### config.mk
export PLATFORM = sky130hd
export DESIGN_NAME = mux_skid_stage
export DESIGN_NICKNAME = d
export VERILOG_FILES = /design/src/rtl/mux_skid_stage.sv
export SDC_FILE = /design/constraint.sdc
export NUM_CORES = 1
export LEC_CHECK = 0
export ABC_AREA = 0
export CAP_MARGIN = 5
export CORE_MARGIN = 10
export CORE_UTILIZATION = 47
export DETAILED_ROUTE_END_ITERATION = 12
export HOLD_SLACK_MARGIN = 0.15
export PLACE_DENSITY = 0.91
export SLEW_MARGIN = 0
export SYNTH_ARGS = -nofsm -noshare
export SYNTH_HDL_FRONTEND = slang
export SYNTH_SLANG_ARGS = --single-unit
export TNS_END_PERCENT = 50
### constraint.sdc
create_clock -name clk -period 2.1 [get_ports clk]
set_input_delay 0.42 -clock clk [delete_from_list [all_inputs] [get_ports clk]]
set_output_delay 0.42 -clock clk [all_outputs]
set_load 0.1 [all_outputs]
### src/rtl/mux_skid_stage.sv
// N:1 channel select feeding a 2-entry skid buffer with valid/ready handshake.
// The main entry drives the outputs, and the skid entry absorbs one word of back-pressure.
//
// Ports:
//   clk, rst            rising-edge clock; synchronous active-high reset
//   in_data [N*WIDTH]   channel k at bits [k*WIDTH +: WIDTH]
//   sel                 channel index, sampled on accept
//   in_valid/in_ready   upstream handshake (in_ready is a register)
//   flush               drop all buffered entries
//   out_data/out_err    head entry data and out-of-range-select flag
//   out_valid/out_ready downstream handshake
module mux_skid_stage #(
    parameter int WIDTH = 32,
    parameter int N     = 2,
    localparam int SELW = $clog2(N)
) (
    input  logic               clk,
    input  logic               rst,
    input  logic [N*WIDTH-1:0] in_data,
    input  logic [SELW-1:0]    sel,
    input  logic               in_valid,
    output logic               in_ready,
    input  logic               flush,
    output logic [WIDTH-1:0]   out_data,
    output logic               out_err,
    output logic               out_valid,
    input  logic               out_ready
);

    logic [WIDTH-1:0] skid_data;
    logic             skid_err;
    logic             skid_valid;

    logic [WIDTH-1:0] pick_data;
    logic             pick_err;
    logic             accept;
    logic             pop;

    // Select is widened by one bit so that the comparison with N cannot wrap.
    always_comb begin
        pick_err  = ({1'b0, sel} >= (SELW+1)'(N));
        pick_data = '0;
        if (!pick_err)
            pick_data = in_data[sel*WIDTH +: WIDTH];
    end

    assign accept = in_valid & in_ready;
    assign pop    = out_valid & out_ready;

    always_ff @(posedge clk) begin
        if (rst) begin
            out_valid  <= 1'b0;
            out_data   <= '0;
            out_err    <= 1'b0;
            skid_valid <= 1'b0;
            skid_data  <= '0;
            skid_err   <= 1'b0;
            in_ready   <= 1'b1;
        end else if (flush) begin
            out_valid  <= 1'b0;
            skid_valid <= 1'b0;
            in_ready   <= 1'b1;
        end else if (skid_valid) begin
            // in_ready is low here, so no accept can collide with the refill.
            if (pop) begin
                out_data   <= skid_data;
                out_err    <= skid_err;
                skid_valid <= 1'b0;
                in_ready   <= 1'b1;
            end
        end else if (!out_valid || pop) begin
            out_valid <= accept;
            if (accept) begin
                out_data <= pick_data;
                out_err  <= pick_err;
            end
        end else if (accept) begin
            skid_data  <= pick_data;
            skid_err   <= pick_err;
            skid_valid <= 1'b1;
            in_ready   <= 1'b0;
        end
    end

endmodule
Word-level counts from Yosys, hierarchy flattened
Cells that the tools add are included.

cells by class
  shift-type cells = 1
  reduce and logical (&&, ||, !) cells = 9
  muxes and demuxes = 15
  eq/ne operators = 2
  bitwise gates (word level) = 5

operators with widths
  cell                  count
  $mux W32              4
  $shiftx A64 B7 Y32    1
  $mux W1               11
  $reduce_and A4 Y1     2
  $reduce_bool A2 Y1    2
  $not A1 Y1            3
  $reduce_and A3 Y1     1
  $and A1 B1 Y1         2
  $ne A2 B1 Y1 const B  1
  $ne A2 B2 Y1 const B  1
  $reduce_and A2 Y1     1
  $reduce_or A2 Y1      1
  $logic_not A1 Y1      1
  $logic_or A1 B1 Y1    1

storage, ports and cells
  flip-flop bits (word level) = 68

Depth between registers and ports, before layout
Gate-level depths: netlist of the first run.

  depth in word-level cells = 4
  mapped depth = 6
  mapped depth without buffers = 3

Least setup slack after synthesis of the first run
Ideal clock, no wire load.

  path type = register -> register
  from = register out_valid
  to = register out_data[0]
  library setup time = 121 ps
  path slack = -124 ps
  cell stages (with the launch flop) = 5
  path buffers = 1
  arrival = 2,102 ps
  data required time = 1,979 ps
  clock period less this slack = 2,224 ps
  path through = dfxtp_1 > nand2_1 > a221o_4 > buf_12 > mux2_4

between the ends
  cells in the longest elaborated chain, start to end = 4
  elaborated cells on any way between the ends = 6
  those cells by class = 1 x eq/ne; 1 x bitwise; 4 x reduce/logical

ends and longest elaborated chain
  what                                                      line    text
  start, declared                                           26      output logic out_valid,
  start signal, assigned                                    72      out_valid <= accept;
  $and A1 B1 Y1 / $logic_not A1 Y1 (equally long branches)  48, 71
  $logic_or A1 B1 Y1                                        71      end else if (!out_valid || pop) begin
  $reduce_bool A2 Y1 (no source line)                       n/a
  $reduce_and A4 Y1 (no source line) (*)                    n/a
  end signal, assigned                                      66      out_data <= skid_data;
  end signal, assigned                                      74      out_data <= pick_data;
  end, declared                                             24      output logic [WIDTH-1:0] out_data,

Mark *: on every way between the ends. The rest lies on a longest branch, timed or not.
A chain may end at the register's enable or synchronous reset.

Final worst setup path of the first run
  from = input port out_ready
  to = register out_data[15]

between the ends
  cells in the longest elaborated chain, start to end = 4
  elaborated cells on any way between the ends = 5
  those cells by class = 1 x eq/ne; 1 x bitwise; 3 x reduce/logical

ends and longest elaborated chain
  what                                    line  text
  start, declared                         27    input logic out_ready
  $and A1 B1 Y1 (*)                       48    assign pop = out_valid & out_ready;
  $logic_or A1 B1 Y1                      71
  $reduce_bool A2 Y1 (no source line)     n/a
  $reduce_and A4 Y1 (no source line) (*)  n/a

Marked as above.

==> results of run 1 <==
sequential cells by signal (all words and copies together) (netlist names):
register	cells
out_valid	1
skid_data	32
skid_valid	1
in_ready	1
out_data	32
worst min-delay path, cell delays in order, from the launching register on:
cell and delay (ps):
dfxtp_1 310, a21oi_1 110, a211oi_1 60
per-stage QoR:
step | utilization | worst slack [ps] | instances | hold WS, ps
after floorplan | - | 242 | 346 | 495
after global placement | 0.625 | 55.6 | 523 | 503
after detailed placement | 0.625 | 8.07 | 523 | 512
after CTS | 0.652 | 375 | 538 | 519
after global routing | 0.652 | 328 | 538 | 540
final | 0.652 | 361 | 538 | 518
power groups by stage:
stage | sequential, mW | combinational (mW) | clock [mW]
floorplan | 1.65 | 0.281 | 0
global placement | 1.37 | 0.796 | 0
detailed placement | 1.37 | 0.810 | 0
CTS | 1.35 | 0.812 | 1.08
global route | 1.35 | 0.847 | 1.12
finish | 1.35 | 0.807 | 1.08
cells by family (layout without fill, tap and decap cells):
| family | after synthesis | in the layout | share of synthesized area |
|---|---|---|---|
| other | 1 | 1 | 0.00106 |
| buffers and inverters | 40 | 133 | 0.0632 |
| multiplexers | 64 | 64 | 0.225 |
| flip-flops | 67 | 67 | 0.381 |
| AO/OA/AOI/OAI | 104 | 104 | 0.201 |
| AND/OR/NAND/NOR | 70 | 70 | 0.129 |
cell usage in the layout (no fill, tap or decap), types with 2 or more instances in the layout:
cell type        count
mux2_2               2
a21oi_1             33
clkbuf_8            11
nor2b_1             64
buf_12               5
clkdlybuf4s50_1     67
inv_1                3
mux2_4              30
a211oi_1            64
o21ai_0              2
dfxtp_2              2
buf_2                2
clkbuf_1             2
buf_4               41
mux2i_1             32
dfxtp_1             65
final cells by class:
cell class / instances / area (um^2)
Timing Repair Buffer: 115 / 1090
Sequential cell: 67 / 1340
Tap cell: 99 / 124
Inverter: 3 / 11.3
Multi-Input combinational cell: 239 / 1970
Clock inverter: 2 / 35.0
Fill cell: 585 / 2530
Clock buffer: 13 / 159
metal layers:
metal / routed length [um] / vias up / share of wire
met5: 0 / - / 0
met4: 112 / 0 / 0.012
met3: 424 / 10 / 0.046
met2: 4580 / 75 / 0.50
met1: 4080 / 1380 / 0.44
li1: - / 1428 / -
final timing paths:
kind	cells after the start	from	slack [ps]	endpoint
hold reg to reg	2	skid_data[2]	520	skid_data[2]
setup / recovery	5	out_ready	360	out_data[15]
setup reg to reg	5	skid_valid	520	out_data[16]
hold / removal	2	skid_data[2]	520	skid_data[2]
==> reports/qor.yml, run 1 <==
outcome:
  status: "completed"
global_route:
  antenna_found_initial: 0
  grt_usage: 0.158
  gr-usage-met2: 0.272
  first_global_vias: 3000
  use_met3: 0.0371
  busiest_layer: "met2"
  grt_pass1_wl_um: 14900
  gr-total-overflow: 0
  grt_start_max_net_pins: 99
  use_met1: 0.186
drt:
  via_per_inst: 5.38
  wl_per_cell_um: 17.1
  drtIter0Drc: 73
  routed_wl_um: 9200
  drtAntennaViolNets: 0
  dr_total_vias: 2893
  drt-pass1-iter-count: 4
  route.detailed.drc: 0
cells_and_area:
  syn_to_final_growth_pct: 34.2
  nNetsFinal: 505
  antennaDiodeCount: 0
  drive_gt1_frac: 0.223
  fin_area_mm2: 0.00473
logic_synthesis:
  synth_common_cells: "67 x dfxtp_1, 64 x a211oi_1, 64 x nor2b_1"
  synth_fp_nets: 416
  yosysMostFrequentCell: "dfxtp_1"
  synthesis.area_mm2: 0.00352
  synth_top_cell_by_area: "dfxtp_1"
  yosysUniqueCellTypes: 26
  synthCells: 346
  async_flop_share: 0
  synthTopCellsByArea: "dfxtp_1 38%, a211oi_1 14%, mux2_4 13%"
  synth_edf_count: 0
  yosysWarnings: 0
  synth_seq_cells: 67
  synth_ff_type: "dfxtp_1"
  synth_area_per_cell_um2: 10.2
  synth_top_area_frac: 0.381
  seq_area_frac_synth: 0.381
pwr:
  netSwitchingPower_mw: 0.986
  power_frac_comb: 0.250
  power_mw: 3.23
  p_clk_frac: 0.333
  power_density_mw_per_mm2: 683
  internal-power_mw: 2.24
  sequentialPowerShare: 0.417
  p_leak_nw: 1.99
  vdd_ir_drop_max_uv: 352
  switching_share: 0.305
worst_setup_path:
  crit_required_ps: 2330
  cp_max_fo: 17
  path_cells: "clkdlybuf4s50_1 -> inv_1 -> a221o_4 -> buf_12 -> mux2_4"
  critPathBufInv: 3
  max_stage_delay_ps: 520
  criticalPathCategory: "input pin to flip-flop"
  cp-start-kind: "input pin"
  cp_slowest_cell: "clkdlybuf4s50_1"
  critPathTopFamily: "buffers and inverters"
  cp-end-kind: "flip-flop"
  cp.arrival_ps: 1970
cts:
  root_buffer: "clkbuf_8"
  clock_latency_ps: 340
  clockBufferDepth: 2
  tritoncts: "done"
  h-tree-depth: 3
  numCtsBuffers: 9
  path_clk_slew_ps: 70
  clock_sinks: 67
  cts_resized: 0
  postCtsHoldBufs: 0
  post_cts_buffers: 0
floorplanning:
  initial_utilization: 0.486
  die_area_mm2: 0.0114
  std_cell_rows: 31
  ios: 105
  core_area_mm2: 0.00725
  die_x_um: 107
  die_h_um: 107
timing:
  timing.fmax_mhz: 575
  fin_setup_tns_ps: 0
  finalSetupViolCount: 0
  drv_slew: 0
  rsz0062_at_grt: "false"
  clock_skew_ps: 5.07
  fin_crit_ps: 1740
  fin_crit_sh: 0.828
  final-hold-violation-count: 0
place:
  post_dp_cell_area_mm2: 0.00453
  place.gp.congestion: 0.740
  dp_hpwl_um: 6630
  portBuffers: 103
worst_hold_path:
  hold_path.class: "flip-flop to flip-flop"
flow_run:
  drv_cap: 0
No activity file was read; power rests on OpenSTA's default activity.
==> run 2: changes to the inputs <==
Settings changed: CORE_UTILIZATION 47 to 43, PLACE_DENSITY 0.91 to 0.88.
Clock period 2.1 ns to 1.5 ns, I/O delays scaled along.
==> run 2 against run 1 <==
Net effect:
- the flow now finishes with violations (negative setup slack)
- core utilization is 2.5 points higher
- sequential share of layout area shrank 3.0 points
- clock skew increased by 2.4 ps
- die area is 7.5% higher
- combinational power up 61%
- final area increased by 12%
- global-route usage shrank 0.81 points
- worst hold slack lost 130 ps
- largest power group unchanged
==> reports/qor.yml, run 2 (same netlist as run 1, synthesis figures left out) <==
outcome:
  status: "complete, but fails checks"
  failed_checks: "negative setup slack"
timing:
  finalSetupViolCount: 17  # +17
  fin_crit_ps: 1520
  final-hold-violation-count: 0  # unchanged
  timing.fmax_mhz: 658
  rsz0062_at_grt: "true"
  clock_skew_ps: 7.44  # +2.37 ps
  drv_slew: 0  # unchanged
  setup_slack_ps: -18.6  # -380 ps
  fin_crit_sh: 1.01
  whs_ps: 384  # -135 ps
worst_setup_path:
  max_stage_delay_ps: 410  # -110 ps
  critPathBufInv: 1  # -2
  crit_required_ps: 1730  # -600 ps
  cp_max_fo: 15  # -2
  cp.arrival_ps: 1750  # -220 ps
  path_cells: "nand3b_4 -> a221o_4 -> buf_12 -> mux2_4"
  criticalPathCategory: "flip-flop to flip-flop"
  cp_slowest_cell: "a221o_4"
  cp-start-kind: "flip-flop"
  cp-end-kind: "flip-flop"
  critPathTopFamily: "compound AO/OA/AOI/OAI gates"
drt:
  routed_wl_um: 9640  # +4.8%
  drtIter0Drc: 106  # +45%
  drtAntennaViolNets: 0  # unchanged
  dr_total_vias: 2962  # +2.4%
  route.detailed.drc: 0  # unchanged
  via_per_inst: 5.40  # +0.33%
  wl_per_cell_um: 17.6  # +2.7%
  drt-pass1-iter-count: 4  # unchanged
cells_and_area:
  drive_gt1_frac: 0.260  # +0.0363
  syn_to_final_growth_pct: 50.8
  multi_input_area_mm2: 0.00200  # +1.7%
  fill_cells: 583  # -0.34%
  antennaDiodeCount: 0  # unchanged
  regArea_mm2: 0.00135  # +0.47%
  mostFrequentLayoutCells: "65 x clkdlybuf4s50_1, 64 x nor2b_1, 64 x dfxtp_1, 58 x a211oi_1, 42 x buf_12"
  top_regs: "out_data: 32 flops, skid_data: 32 flops"
  nNetsFinal: 512  # +1.4%
  mostFrequentLayoutCell: "clkdlybuf4s50_1"
  final_util: 0.677  # +0.0254
place:
  place.gp.congestion: 0.788  # +6.5%
  dp_hpwl_um: 7070  # +6.7%
  portBuffers: 103  # unchanged
cts:
  tritoncts: "done"
  numCtsBuffers: 9  # unchanged
  postCtsHoldBufs: 0  # unchanged
  clockBufferDepth: 2  # unchanged
  root_buffer: "clkbuf_8"
  clock_latency_ps: 340  # about the same
  h-tree-depth: 3  # unchanged
  clock_sinks: 67  # unchanged
  path_clk_slew_ps: 80  # about the same
pwr:
  p_leak_nw: 2.17  # +9.0%
  vdd_ir_drop_max_uv: 450  # +28%
  power_density_mw_per_mm2: 879  # +29%
flow_run:
  drv_cap: 0  # unchanged
worst_hold_path:
  hold_path.class: "input pin to flip-flop"
global_route:
  antenna_found_initial: 0  # unchanged
  first_global_vias: 3084  # +2.8%
  gr-total-overflow: 0  # unchanged
  grt_start_max_net_pins: 64  # -35%
  grt_usage: 0.150  # -0.00810
  grt_pass1_wl_um: 15800  # +6.4%
floorplanning:
  ios: 105  # unchanged
  die_area_mm2: 0.0122  # +7.5%
  core_area_mm2: 0.00785  # +8.2%
  initial_utilization: 0.449  # -0.0368
  die_h_um: 111  # +3.7%
  std_cell_rows: 32  # +3.2%
  die_x_um: 111  # +3.7%
[run 2: repair_timing]
| action | in CTS | in global routing |
|---|---|---|
| endpoints found under the hold margin | 0 | 0 |
| setup endpoints to repair | 52 | 47 |
| resized for setup | 4 | 9 |
| pin swaps | 0 | 3 |
| setup buffers | 0 | 1 |
| gates cloned | 0 | 1 |
[run 2: area by class of cell]
cell class / count / area share
flip-flops and latches: 67 / 0.254
multi-input cells: 239 / 0.376
well taps: 102 / 0.0240
repair buffers: 122 / 0.307
inverters: 3 / 0.00212
clock buffers: 11 / 0.0306
clock inverters: 5 / 0.00636
[run 2: per-stage QoR]
step	setup WS [ps]	area, um^2	TNS (ps)	cells	total power, mW
3_5_place_dp	-486	5040	-23940	531	3.24
2_1_floorplan	-175	3530	-7500	346	2.70
5_1_grt	-38.2	5310	-737	549	4.83
6_report	-18.6	5310	-81.3	549	4.67
4_1_cts	-32.5	5240	-594	547	4.68
3_3_place_gp	-452	5040	-21680	531	3.21
[run 2: worst paths after layout]
check | depth (start not counted) | slack (ps) | endpoint | startpoint
worst max register to register | 4 | -20 | out_data[29] | skid_valid
worst max-delay path | 4 | -20 | out_data[29] | skid_valid
worst min register to register | 2 | 520 | skid_data[19] | skid_data[19]
worst min-delay path | 2 | 380 | skid_valid | out_ready
[run 2: per-layer routing]
| layer | share of wire | GRT usage | up-vias | wire [um] |
|---|---|---|---|---|
| met1 | 0.44 | 0.182 | 1408 | 4200 |
| met2 | 0.51 | 0.249 | 109 | 4890 |
| met3 | 0.049 | 0.0367 | 8 | 471 |
| met4 | 0.0082 | 0.0553 | 0 | 79 |
| met5 | 0 | 0 | - | 0 |
| li1 | - | - | 1437 | - |
[run 2: report_power, final]
part,total (mW),internal [mW],switching [mW]
clock network,1.46,0.745,0.715
registers,1.91,1.84,0.0670
logic,1.30,0.600,0.699
==> run 3: changes to the inputs <==
Settings changed: CORE_UTILIZATION 43 to 38, MAX_ROUTING_LAYER set to met4, PLACE_DENSITY 0.88 to 0.8, RECOVER_POWER set to 50.
==> run 3 against run 2 <==
Net effect:
- first-iteration DRC count is 24% higher
- fmax up 2.1%
- combinational power is 8% lower
- routed wire length down 1.3%
- the flow now finishes without violations
- critical path depth unchanged
- via count down 2.2%
- sequential share of layout area is 1.6 points higher
- worst setup slack better by 31 ps
- clock skew fell by 2.3 ps
==> reports/qor.yml, run 3 (same netlist as run 1, synthesis figures left out) <==
outcome:
  status: "completed"
timing:
  clock_skew_ps: 5.14  # -2.30 ps
  rsz0062_at_grt: "true"
  setup_slack_ps: 12.4  # +31.0 ps
  finalSetupViolCount: 0  # -17
  fin_crit_sh: 0.992  # -0.0207
  fin_crit_ps: 1490  # -31.0 ps
  fin_setup_tns_ps: 0  # +81.3 ps
  final-hold-violation-count: 0  # unchanged
  drv_slew: 0  # unchanged
  timing.fmax_mhz: 672  # +2.1%
drt:
  routed_wl_um: 9510  # -1.3%
  wl_per_cell_um: 17.0  # -3.2%
  dr_total_vias: 2898  # -2.2%
  drtIter0Drc: 131  # +24%
  drtAntennaViolNets: 0  # unchanged
  via_per_inst: 5.18  # -4.1%
  route.detailed.drc: 0  # unchanged
  drt-pass1-iter-count: 4  # unchanged
floorplanning:
  std_cell_rows: 35  # +9.4%
  die_area_mm2: 0.0135  # +11%
  die_h_um: 116  # +5.2%
  ios: 105  # unchanged
  die_x_um: 116  # +5.2%
  core_area_mm2: 0.00915  # +17%
  initial_utilization: 0.385  # -0.0640
global_route:
  grt_usage: 0.145  # -0.00468
  gr-total-overflow: 0  # unchanged
  grt_start_max_net_pins: 37  # -42%
  antenna_found_initial: 0  # unchanged
  grt_pass1_wl_um: 15300  # -3.1%
  first_global_vias: 3022  # -2.0%
flow_run:
  drv_cap: 0  # unchanged
worst_setup_path:
  criticalPathCategory: "input pin to flip-flop"
  critPathTopFamily: "buffers and inverters"
  worstReg2RegEnd: "out_data[15]"
  critPathBufInv: 2  # +1
  crit_required_ps: 1720  # about the same
  cp.arrival_ps: 1710  # -40 ps
  cp_slowest_cell: "clkdlybuf4s50_1"
  cp-start-kind: "input pin"
  path_cells: "clkdlybuf4s50_1 -> a221o_4 -> buf_12 -> mux2_4"
  max_stage_delay_ps: 510  # +100 ps
  reg2reg_from: "skid_valid"
  regToRegSetupSlack_ps: 20  # +40 ps
  rr_worst_depth: 4  # unchanged
  cp-end-kind: "flip-flop"
  cp_max_fo: 16  # +1
place:
  portBuffers: 103  # unchanged
  pre_cts_slack_ps: -477  # +9.11 ps
  place.gp.congestion: 0.789  # +0.11%
  dp_hpwl_um: 7220  # +2.1%
worst_hold_path:
  min_to: "skid_data[6]"
  hp-start: "rst"
  hold_path.class: "input pin to flip-flop"
  min_path_cells: 2  # unchanged
cts:
  numCtsBuffers: 9  # unchanged
  h-tree-depth: 3  # unchanged
  root_buffer: "clkbuf_8"
  clockBufferDepth: 2  # unchanged
  post_cts_buffers: 0  # unchanged
  clock_sinks: 67  # unchanged
  path_clk_slew_ps: 70  # about the same
  tritoncts: "done"
  clock_latency_ps: 330  # about the same
cells_and_area:
  fill_cells: 789  # +35%
  final_util: 0.546  # -0.131
  nNetsFinal: 516  # +0.78%
  top_regs: "out_data: 32 flops, skid_data: 32 flops"
  drive_gt1_frac: 0.258  # -0.00116
  multi_input_area_mm2: 0.00200  # +0.19%
  syn_to_final_growth_pct: 41.9
  mostFrequentLayoutCells: "65 x clkdlybuf4s50_1, 64 x nor2b_1, 64 x dfxtp_1, 57 x a211oi_1, 33 x a21oi_1"
  regArea_mm2: 0.00135  # unchanged
  antennaDiodeCount: 0  # unchanged
  mostFrequentLayoutCell: "clkdlybuf4s50_1"
pwr:
  power_density_mw_per_mm2: 875  # -0.42%
  p_leak_nw: 2.07  # -4.4%
  power_mw: 4.37  # -6.3%
  vdd_ir_drop_max_uv: 430  # -4.5%
[run 3: cell types whose count changed in the layout (fill, tap and decap cells not counted), moves of 2 or more]
cell	change
clkbuf_1	+3
clkbuf_4	+24
clkinv_2	-2
clkinvlp_4	-2
clkbuf_16	-2
buf_12	-25
buf_4	+5
[run 3: final cells by class]
| cell class | instances | area share |
|---|---|---|
| Multi-Input combinational cell | 239 | 0.401 |
| Tap cell | 111 | 0.0278 |
| Timing Repair Buffer | 126 | 0.267 |
| Clock buffer | 14 | 0.0325 |
| Inverter | 3 | 0.00225 |
| Sequential cell | 67 | 0.270 |
[run 3: per-stage QoR]
| stage | std cells | cell area [um^2] | hold WS [ps] |
|---|---|---|---|
| 2_1_floorplan | 346 | 3530 | 391 |
| 3_3_place_gp | 546 | 5090 | 503 |
| 3_5_place_dp | 546 | 5090 | 511 |
| 4_1_cts | 560 | 5250 | 296 |
| 5_1_grt | 560 | 5000 | 309 |
| 6_report | 560 | 5000 | 319 |
[run 3: how the worst max path moves through the flow]
stage	startpoint	endpoint	slack, ps	cells past startpoint
floorplan	in_ready	out_data[0]	-180	4
global placement	in_valid	out_data[18]	-440	5
detailed placement	in_valid	out_data[12]	-480	5
CTS	skid_valid	out_data[28]	-30	4
global route	skid_valid	out_data[28]	-6	4
finish	flush	out_data[15]	10	4
[run 3: worst reg2reg max path, stage by stage (launching register included)]
cell and delay, ps:
dfxtp_2 340, nand3b_4 150, a221o_4 400, buf_12 170, mux2_4 310
[run 3: timing repair]
item                                    CTS  global route
gates resized for setup                   3            12
pin swaps                                 1             2
hold buffers                              0             0
endpoints found under the setup margin   33            54
[run 3: where the power goes]
group          internal [mW]  switching [mW]
Combinational          0.500           0.701
Clock                  0.675           0.611
Sequential              1.84          0.0428
Total                   3.02            1.35
[run 3: per-layer routing]
metal | GRT usage | part of all wire
met1 | 0.167 | 0.44
met2 | 0.237 | 0.50
met3 | 0.0488 | 0.050
met4 | 0.0400 | 0.011
met5 | - | 0
